$ cat src/rtl/mc_ctrl_pkg.sv
// Shared definitions for the multicycle MIPS main control FSM: state codes,
// instruction field constants, ALUOp codes and the per-state control words.
package mc_ctrl_pkg;

  typedef enum logic [3:0] {
    S_FETCH    = 4'd0,
    S_DECODE   = 4'd1,
    S_MEMADR   = 4'd2,
    S_MEMREAD  = 4'd3,
    S_MEMWB    = 4'd4,
    S_MEMWRITE = 4'd5,
    S_EXECUTE  = 4'd6,
    S_ALUWB    = 4'd7,
    S_BRANCH   = 4'd8,
    S_ADDIEXEC = 4'd9,
    S_ADDIWB   = 4'd10,
    S_JUMP     = 4'd11
  } state_e;

  localparam logic [5:0] OP_RTYPE = 6'b000000;
  localparam logic [5:0] OP_LW    = 6'b100011;
  localparam logic [5:0] OP_SW    = 6'b101011;
  localparam logic [5:0] OP_BEQ   = 6'b000100;
  localparam logic [5:0] OP_ADDI  = 6'b001000;
  localparam logic [5:0] OP_J     = 6'b000010;

  localparam logic [5:0] FN_ADD = 6'b100000;
  localparam logic [5:0] FN_SUB = 6'b100010;
  localparam logic [5:0] FN_AND = 6'b100100;
  localparam logic [5:0] FN_OR  = 6'b100101;
  localparam logic [5:0] FN_SLT = 6'b101010;

  localparam logic [2:0] ALUOP_AND = 3'b000;
  localparam logic [2:0] ALUOP_OR  = 3'b001;
  localparam logic [2:0] ALUOP_ADD = 3'b010;
  localparam logic [2:0] ALUOP_SUB = 3'b110;
  localparam logic [2:0] ALUOP_SLT = 3'b111;

  // Bit positions inside the 16-bit control bus
  localparam int BIT_JUMP      = 15;
  localparam int BIT_IORD      = 14;
  localparam int BIT_MEMWRITE  = 13;
  localparam int BIT_IRWRITE   = 12;
  localparam int BIT_PCWRITE   = 11;
  localparam int BIT_BRANCH    = 10;
  localparam int BIT_PCSRC     = 9;
  localparam int BIT_ALUOP_MSB = 8;
  localparam int BIT_ALUOP_LSB = 6;
  localparam int BIT_SRCB_MSB  = 5;
  localparam int BIT_SRCB_LSB  = 4;
  localparam int BIT_ALUSRCA   = 3;
  localparam int BIT_REGWRITE  = 2;
  localparam int BIT_MEMTOREG  = 1;
  localparam int BIT_REGDST    = 0;

  localparam logic [15:0] CTRL_FETCH      = 16'h1890;
  localparam logic [15:0] CTRL_DECODE     = 16'h00B0;
  localparam logic [15:0] CTRL_MEMADR     = 16'h00A8;
  localparam logic [15:0] CTRL_MEMREAD    = 16'h4000;
  localparam logic [15:0] CTRL_MEMWB      = 16'h0006;
  localparam logic [15:0] CTRL_MEMWRITE   = 16'h6000;
  localparam logic [15:0] CTRL_EXEC_BASE  = 16'h0008;
  localparam logic [15:0] CTRL_ALUWB      = 16'h0005;
  localparam logic [15:0] CTRL_BRANCH     = 16'h0788;
  localparam logic [15:0] CTRL_ADDIEXEC   = 16'h00A8;
  localparam logic [15:0] CTRL_ADDIWB     = 16'h0004;
  localparam logic [15:0] CTRL_JUMP       = 16'h8800;

endpackage

$ cat src/rtl/alu_op_decoder.sv
// R-type funct decoder: maps funct to an ALUOp code and flags unsupported
// functs so DECODE can reject them before EXECUTE is entered.
module alu_op_decoder
  import mc_ctrl_pkg::*;
(
  input  logic [5:0] funct_i,
  output logic [2:0] aluop_o,
  output logic       legal_o
);

  always_comb begin
    aluop_o = ALUOP_ADD;
    legal_o = 1'b1;
    case (funct_i)
      FN_ADD:  aluop_o = ALUOP_ADD;
      FN_SUB:  aluop_o = ALUOP_SUB;
      FN_AND:  aluop_o = ALUOP_AND;
      FN_OR:   aluop_o = ALUOP_OR;
      FN_SLT:  aluop_o = ALUOP_SLT;
      default: legal_o = 1'b0;
    endcase
  end

endmodule

$ cat src/rtl/mc_control_fsm.sv
// Moore main control FSM for the multicycle MIPS datapath: sequences each
// instruction and drives the 16-bit control bus plus debug event outputs.
module mc_control_fsm
  import mc_ctrl_pkg::*;
#(
  parameter int COUNT_WIDTH = 32
) (
  input  logic                   clk,
  input  logic                   rst,
  input  logic [5:0]             opcode,
  input  logic [5:0]             funct,
  input  logic                   zero,
  output logic [15:0]            control_signal,
  output logic [3:0]             state_o,
  output logic                   instr_retired,
  output logic                   branch_taken,
  output logic                   illegal_instr,
  output logic [COUNT_WIDTH-1:0] retired_count
);

  state_e                 state_q, state_d;
  logic [COUNT_WIDTH-1:0] retiredCount_q, retiredCount_d;
  logic [2:0]             aluOp;
  logic                   functLegal;
  logic                   illegalDecode;
  logic                   retireState;
  logic [15:0]            ctrlWord;

  alu_op_decoder u_aluOpDecoder (
    .funct_i (funct),
    .aluop_o (aluOp),
    .legal_o (functLegal)
  );

  always_comb begin
    state_d       = S_FETCH;
    illegalDecode = 1'b0;
    case (state_q)
      S_FETCH:  state_d = S_DECODE;
      S_DECODE: begin
        case (opcode)
          OP_LW, OP_SW: state_d = S_MEMADR;
          OP_RTYPE: begin
            if (functLegal) state_d = S_EXECUTE;
            else            illegalDecode = 1'b1;
          end
          OP_BEQ:  state_d = S_BRANCH;
          OP_ADDI: state_d = S_ADDIEXEC;
          OP_J:    state_d = S_JUMP;
          default: illegalDecode = 1'b1;
        endcase
      end
      S_MEMADR:   state_d = (opcode == OP_SW) ? S_MEMWRITE : S_MEMREAD;
      S_MEMREAD:  state_d = S_MEMWB;
      S_EXECUTE:  state_d = S_ALUWB;
      S_ADDIEXEC: state_d = S_ADDIWB;
      default:    state_d = S_FETCH;
    endcase
  end

  // Control word is a pure decode of the state; only EXECUTE also looks at funct
  always_comb begin
    ctrlWord    = '0;
    retireState = 1'b0;
    case (state_q)
      S_FETCH:    ctrlWord = CTRL_FETCH;
      S_DECODE:   ctrlWord = CTRL_DECODE;
      S_MEMADR:   ctrlWord = CTRL_MEMADR;
      S_MEMREAD:  ctrlWord = CTRL_MEMREAD;
      S_MEMWB: begin
        ctrlWord    = CTRL_MEMWB;
        retireState = 1'b1;
      end
      S_MEMWRITE: begin
        ctrlWord    = CTRL_MEMWRITE;
        retireState = 1'b1;
      end
      S_EXECUTE: begin
        ctrlWord = CTRL_EXEC_BASE;
        ctrlWord[BIT_ALUOP_MSB:BIT_ALUOP_LSB] = aluOp;
      end
      S_ALUWB: begin
        ctrlWord    = CTRL_ALUWB;
        retireState = 1'b1;
      end
      S_BRANCH: begin
        ctrlWord    = CTRL_BRANCH;
        retireState = 1'b1;
      end
      S_ADDIEXEC: ctrlWord = CTRL_ADDIEXEC;
      S_ADDIWB: begin
        ctrlWord    = CTRL_ADDIWB;
        retireState = 1'b1;
      end
      S_JUMP: begin
        ctrlWord    = CTRL_JUMP;
        retireState = 1'b1;
      end
      default: ctrlWord = '0;
    endcase
  end

  always_comb begin
    retiredCount_d = retiredCount_q;
    if (retireState) retiredCount_d = retiredCount_q + COUNT_WIDTH'(1);
  end

  always_ff @(posedge clk) begin
    if (rst) begin
      state_q        <= S_FETCH;
      retiredCount_q <= '0;
    end else begin
      state_q        <= state_d;
      retiredCount_q <= retiredCount_d;
    end
  end

  // Reset masks every event output so nothing downstream sees a half instruction
  assign control_signal = rst ? '0 : ctrlWord;
  assign instr_retired  = ~rst & retireState;
  assign branch_taken   = ~rst & (state_q == S_BRANCH) & zero;
  assign illegal_instr  = ~rst & (state_q == S_DECODE) & illegalDecode;
  assign state_o        = state_q;
  assign retired_count  = retiredCount_q;

endmodule

$ cat config.mk
export PLATFORM = sky130hd
export DESIGN_NAME = mc_control_fsm
export DESIGN_NICKNAME = d
export VERILOG_FILES = /design/src/rtl/mc_ctrl_pkg.sv /design/src/rtl/alu_op_decoder.sv /design/src/rtl/mc_control_fsm.sv
export SDC_FILE = /design/constraint.sdc
export NUM_CORES = 1
export LEC_CHECK = 0
export CAP_MARGIN = 15
export CORE_UTILIZATION = 35
export CTS_CLUSTER_SIZE = 28
export DETAILED_ROUTE_END_ITERATION = 7
export SLEW_MARGIN = 20
export SYNTH_ARGS = -nofsm -noshare
export SYNTH_HDL_FRONTEND = slang
export SYNTH_SLANG_ARGS = --single-unit
$ cat constraint.sdc
create_clock -name clk -period 2.9 [get_ports clk]
set_input_delay 0.29 -clock clk [delete_from_list [all_inputs] [get_ports clk]]
set_output_delay 0.29 -clock clk [all_outputs]
set_load 0.02 [all_outputs]
==> report_table.html <==
<table>
<tr><th>Metric</th><th>Value</th></tr>
<tr><th colspan="2">Routing</th></tr>
<tr><td>Wirelength, routed</td><td>6.042 mm</td></tr>
<tr><td>First-pass iteration count of the detailed router</td><td>4</td></tr>
<tr><td>Antenna viol nets, final</td><td>0</td></tr>
<tr><td>DRT iter0 DRCs</td><td>90</td></tr>
<tr><td>Vias post-DR</td><td>2313</td></tr>
<tr><td>Mean number of vias per cell</td><td>5.329</td></tr>
<tr><td>Number of remaining DRC errors</td><td>0</td></tr>
<tr><td>Average wire per cell in the routed design</td><td>13.92 um</td></tr>
<tr><th colspan="2">Hold path</th></tr>
<tr><td>Min-delay worst type</td><td>in -&gt; reg</td></tr>
<tr><td>Startpoint of the worst hold path</td><td>rst</td></tr>
<tr><th colspan="2">Synth</th></tr>
<tr><td>Dominant cell type by area after synthesis</td><td>sky130_fd_sc_hd__dfxtp_1</td></tr>
<tr><td>Post-synth cell types</td><td>46</td></tr>
<tr><td>Largest family of logic cells by synthesized area</td><td>simple AND/OR/NAND/NOR gates</td></tr>
<tr><td>Commonest register cell after synthesis</td><td>sky130_fd_sc_hd__dfxtp_1</td></tr>
<tr><td>Xor and xnor area share after synthesis</td><td>1.497%</td></tr>
<tr><td>Synth top area cells</td><td>sky130_fd_sc_hd__dfxtp_1 (31%), sky130_fd_sc_hd__mux2_2 (11%), sky130_fd_sc_hd__nor2b_1 (6.4%)</td></tr>
<tr><td>Post-Syn Area per Cell</td><td>7.882 um^2</td></tr>
<tr><td>Post-synthesis async set-or-reset flop share</td><td>0%</td></tr>
<tr><td>Count of flip-flops with a built-in enable after synthesis</td><td>0</td></tr>
<tr><td>Synth Area in Simple Gates</td><td>37.79%</td></tr>
<tr><td>Fraction of the mapped netlist area in compound gates</td><td>10.69%</td></tr>
<tr><td>Synthesized flop and latch total</td><td>36</td></tr>
<tr><td>Post-synthesis instance total</td><td>297</td></tr>
<tr><td>Mapped Area</td><td>2341 um^2</td></tr>
<tr><td>Net count after synthesis</td><td>313</td></tr>
<tr><td>Yosys synthesis warning count</td><td>0</td></tr>
<tr><td>Share of synthesized cell area in full adder, half adder and majority cells</td><td>0.9621%</td></tr>
<tr><td>Share of synthesized area spent on multiplexers</td><td>11.49%</td></tr>
<tr><td>Part of the Yosys area used for sequential elements</td><td>30.79%</td></tr>
<tr><td>Share of the synthesized area in the top cell type</td><td>30.79%</td></tr>
<tr><th colspan="2">Global route</th></tr>
<tr><td>Antenna violations before repair</td><td>0</td></tr>
<tr><td>Overall routing resource usage</td><td>16.89%</td></tr>
<tr><td>Vias in the first global route</td><td>2031</td></tr>
<tr><td>Total global routing overflow</td><td>0</td></tr>
<tr><td>Largest net degree at the start of global routing</td><td>37</td></tr>
<tr><td>Wire length of the first global-routing pass</td><td>9.756 mm</td></tr>
<tr><th colspan="2">Placement</th></tr>
<tr><td>HPWL after DPL</td><td>4.249 mm</td></tr>
<tr><td>Routability Congestion</td><td>0.7520</td></tr>
<tr><td>Count of port buffers added during placement</td><td>69</td></tr>
<tr><th colspan="2">Flow run</th></tr>
<tr><td>Max_cap viols</td><td>0</td></tr>
<tr><th colspan="2">Finish</th></tr>
<tr><td>FILL cells</td><td>652</td></tr>
<tr><td>Final core area utilization</td><td>49.76%</td></tr>
<tr><td>Area growth syn-to-layout</td><td>35.76%</td></tr>
<tr><td>Layout net count</td><td>372</td></tr>
<tr><td>Share of layout cells above drive strength 1</td><td>14.29%</td></tr>
<tr><td>Diodes inserted</td><td>0</td></tr>
<tr><th colspan="2">Floorplan</th></tr>
<tr><td>Num ports</td><td>70</td></tr>
<tr><td>Row Count</td><td>29</td></tr>
<tr><td>Horiz. Die Dim</td><td>83.79 um</td></tr>
<tr><td>Die outline area</td><td>7020 um^2</td></tr>
<tr><td>Total core area</td><td>6386 um^2</td></tr>
<tr><td>Starting Density</td><td>36.66%</td></tr>
<tr><td>Die boundary height</td><td>83.79 um</td></tr>
<tr><th colspan="2">STA</th></tr>
<tr><td>Final Skew</td><td>6.454 ps</td></tr>
<tr><td>Clock period minus final worst setup slack</td><td>2768 ps</td></tr>
<tr><td>Relative max-transition margin</td><td>61.85%</td></tr>
<tr><td>Max Slew Vio Count</td><td>0</td></tr>
<tr><td>Max Fclk</td><td>361.3 MHz</td></tr>
<tr><td>Share of the cycle needed by the critical path after routing</td><td>95.45%</td></tr>
<tr><td>Final hold violations</td><td>0</td></tr>
<tr><td>Worst-margin pin slew</td><td>572.2 ps</td></tr>
<tr><td>Number of setup violations in the final report</td><td>0</td></tr>
<tr><td>Sum Neg Setup Slack</td><td>0 ps</td></tr>
<tr><td>RSZ-0062 raised after global routing</td><td>false</td></tr>
<tr><th colspan="2">Pwr</th></tr>
<tr><td>Cell leakage power</td><td>1.083 nW</td></tr>
<tr><td>Max rail drop VDD</td><td>0.2147 mV</td></tr>
<tr><td>Power density over cell area</td><td>309.3 nW/um^2</td></tr>
<tr><th colspan="2">Clock network</th></tr>
<tr><td>Number of buffers inserted during clock tree synthesis</td><td>5</td></tr>
<tr><td>Buffer count from post-CTS setup fixing</td><td>0</td></tr>
<tr><td>Number of buffers on the longest clock path</td><td>2</td></tr>
<tr><td>Gates resized, CTS repair</td><td>0</td></tr>
<tr><td>Later-pin clock latency in the skew report</td><td>280 ps</td></tr>
<tr><td>Sink Count</td><td>36</td></tr>
<tr><td>Clock Tree Root</td><td>sky130_fd_sc_hd__clkbuf_8</td></tr>
<tr><td>Post-CTS Hold Buffers</td><td>0</td></tr>
<tr><td>H-tree depth reported by CTS</td><td>2</td></tr>
<tr><td>CTS tree</td><td>built</td></tr>
<tr><td>Clk slew on worst S/H paths</td><td>80 ps</td></tr>
<tr><th colspan="2">Worst setup path</th></tr>
<tr><td>Beginning of the critical path</td><td>opcode[2]</td></tr>
<tr><td>Cells along the critical path</td><td>clkdlybuf4s50_1 &gt; or4_1 &gt; a2111oi_2 &gt; nor4_1 &gt; clkdlybuf4s50_1</td></tr>
<tr><td>Startpoint type of the worst setup path</td><td>input pin</td></tr>
<tr><td>Origin of the critical flop-to-flop path</td><td>retired_count[9]</td></tr>
<tr><td>Data required time of the worst path</td><td>2610 ps</td></tr>
<tr><td>Crit. End Element</td><td>output port</td></tr>
<tr><td>Critical-path cell with the highest stage delay</td><td>sky130_fd_sc_hd__or4_1</td></tr>
<tr><td>Arrival @ worst endpoint</td><td>2480 ps</td></tr>
<tr><td>Largest fanout of any net on the critical path</td><td>5</td></tr>
<tr><td>Buffers &amp; Inverters on Critical Path</td><td>2</td></tr>
<tr><td>Most repeated library cell on the critical path</td><td>sky130_fd_sc_hd__clkdlybuf4s50_1</td></tr>
<tr><td>Gate family responsible for the most delay along the worst path</td><td>buffers and inverters</td></tr>
<tr><td>Class of the most critical setup path</td><td>in -&gt; out</td></tr>
<tr><td>Maximum cell stage delay along the critical path</td><td>590 ps</td></tr>
<tr><th colspan="2">Outcome</th></tr>
<tr><td>Run status</td><td>complete, no violations</td></tr>
</table>
==> per-layer routing <==
metal	global-route usage (%)	up-vias	wire, um
li1	-	1185	-
met5	0	-	0
met1	22.64	1086	2967
met3	2.770	4	177
met4	4.622	0	49
met2	28.01	38	2848
==> path summary, 6_finish.rpt <==
path,to,slack [ps],cells past startpoint
min,retired_count[0],500,3
max,illegal_instr,130,5
max reg2reg,retired_count[31],430,4
min reg2reg,retired_count[2],520,2
==> area by class of cell <==
| type | instances | area [um^2] | share of cell area [%] |
|---|---|---|---|
| Clock buffer | 6 | 82.58 | 2.598 |
| Clock inverter | 2 | 10.01 | 0.3150 |
| Inverter | 11 | 41.29 | 1.299 |
| Multi-Input combinational cell | 223 | 1466 | 46.14 |
| Sequential cell | 36 | 720.7 | 22.68 |
| Tap cell | 77 | 96.34 | 3.031 |
| Timing Repair Buffer | 79 | 760.7 | 23.94 |
==> cells by family (layout without fill, tap and decap cells) <==
logic type,count (synthesis),after routing
compound gates,37,37
xor+xnor,4,4
fa+ha+maj,2,2
buf+inv,38,98
flops,36,36
mux,24,24
simple gates,156,156
==> cells in the mapped netlist (2+ instances only) <==
library cell	number
sky130_fd_sc_hd__or3_1	4
sky130_fd_sc_hd__nand2_1	18
sky130_fd_sc_hd__o31ai_1	8
sky130_fd_sc_hd__inv_1	11
sky130_fd_sc_hd__or4_1	10
sky130_fd_sc_hd__o21ai_0	4
sky130_fd_sc_hd__and3_1	2
sky130_fd_sc_hd__and4_1	2
sky130_fd_sc_hd__or2_2	2
sky130_fd_sc_hd__nand4_1	6
sky130_fd_sc_hd__buf_1	4
sky130_fd_sc_hd__nor2b_1	24
sky130_fd_sc_hd__mux2_2	23
sky130_fd_sc_hd__buf_2	4
sky130_fd_sc_hd__nor4b_1	2
sky130_fd_sc_hd__nand2b_1	6
sky130_fd_sc_hd__nand3_1	8
sky130_fd_sc_hd__dfxtp_1	36
sky130_fd_sc_hd__xor2_1	3
sky130_fd_sc_hd__a22oi_1	2
sky130_fd_sc_hd__nor3_1	5
sky130_fd_sc_hd__nor2_1	36
sky130_fd_sc_hd__clkbuf_1	17
sky130_fd_sc_hd__a21oi_1	12
sky130_fd_sc_hd__a211oi_1	4
sky130_fd_sc_hd__nor4_1	24
==> cell usage in the layout, fill, tap and decap left out, drive strengths merged, types with 2 or more instances in the layout <==
cell type / n
clkdlybuf4s50: 68
nor2: 36
dfxtp: 36
nor4: 25
nor2b: 24
mux2: 23
nand2: 18
a21oi: 12
inv: 11
buf: 11
or4: 10
nand3: 8
o31ai: 8
nand4: 7
nand2b: 6
clkbuf: 6
nor3: 5
or3: 5
a211oi: 4
o21ai: 4
xor2: 3
nor4b: 3
and3: 2
or2: 2
and4: 2
clkinv: 2
a22oi: 2
==> power breakdown <==
part | total, mW | switching [mW] | leakage [nW] | internal [mW]
sequential | 0.500 | 0.00439 | 0.290 | 0.495
combinational | 0.109 | 0.0582 | 0.742 | 0.0511
clock | 0.374 | 0.184 | 0.0510 | 0.190
==> worst min-delay path: stages <==
cell and delay [ps]:
sky130_fd_sc_hd__buf_2 110, sky130_fd_sc_hd__buf_4 220, sky130_fd_sc_hd__nor2_1 120
==> stage by stage <==
stage               cell area (um^2)  worst slack [ps]  total power [mW]  std cells  hold slack (ps)
floorplan                       2341             334.4            0.5679        297            520.4
global placement                3085             170.6            0.6193        426            497.0
detailed placement              3085             148.2            0.6205        426            509.1
CTS                             3178             144.7            0.9981        434            491.2
global route                    3178             50.64             1.029        434            525.8
finish                          3178             131.8            0.9829        434            496.4
==> state kept, by name, summed over array words and instances (netlist names) <==
| signal | cells |
|---|---|
| retired_count | 32 |
| state_o | 4 |
Power figures use the tool's default switching activity.
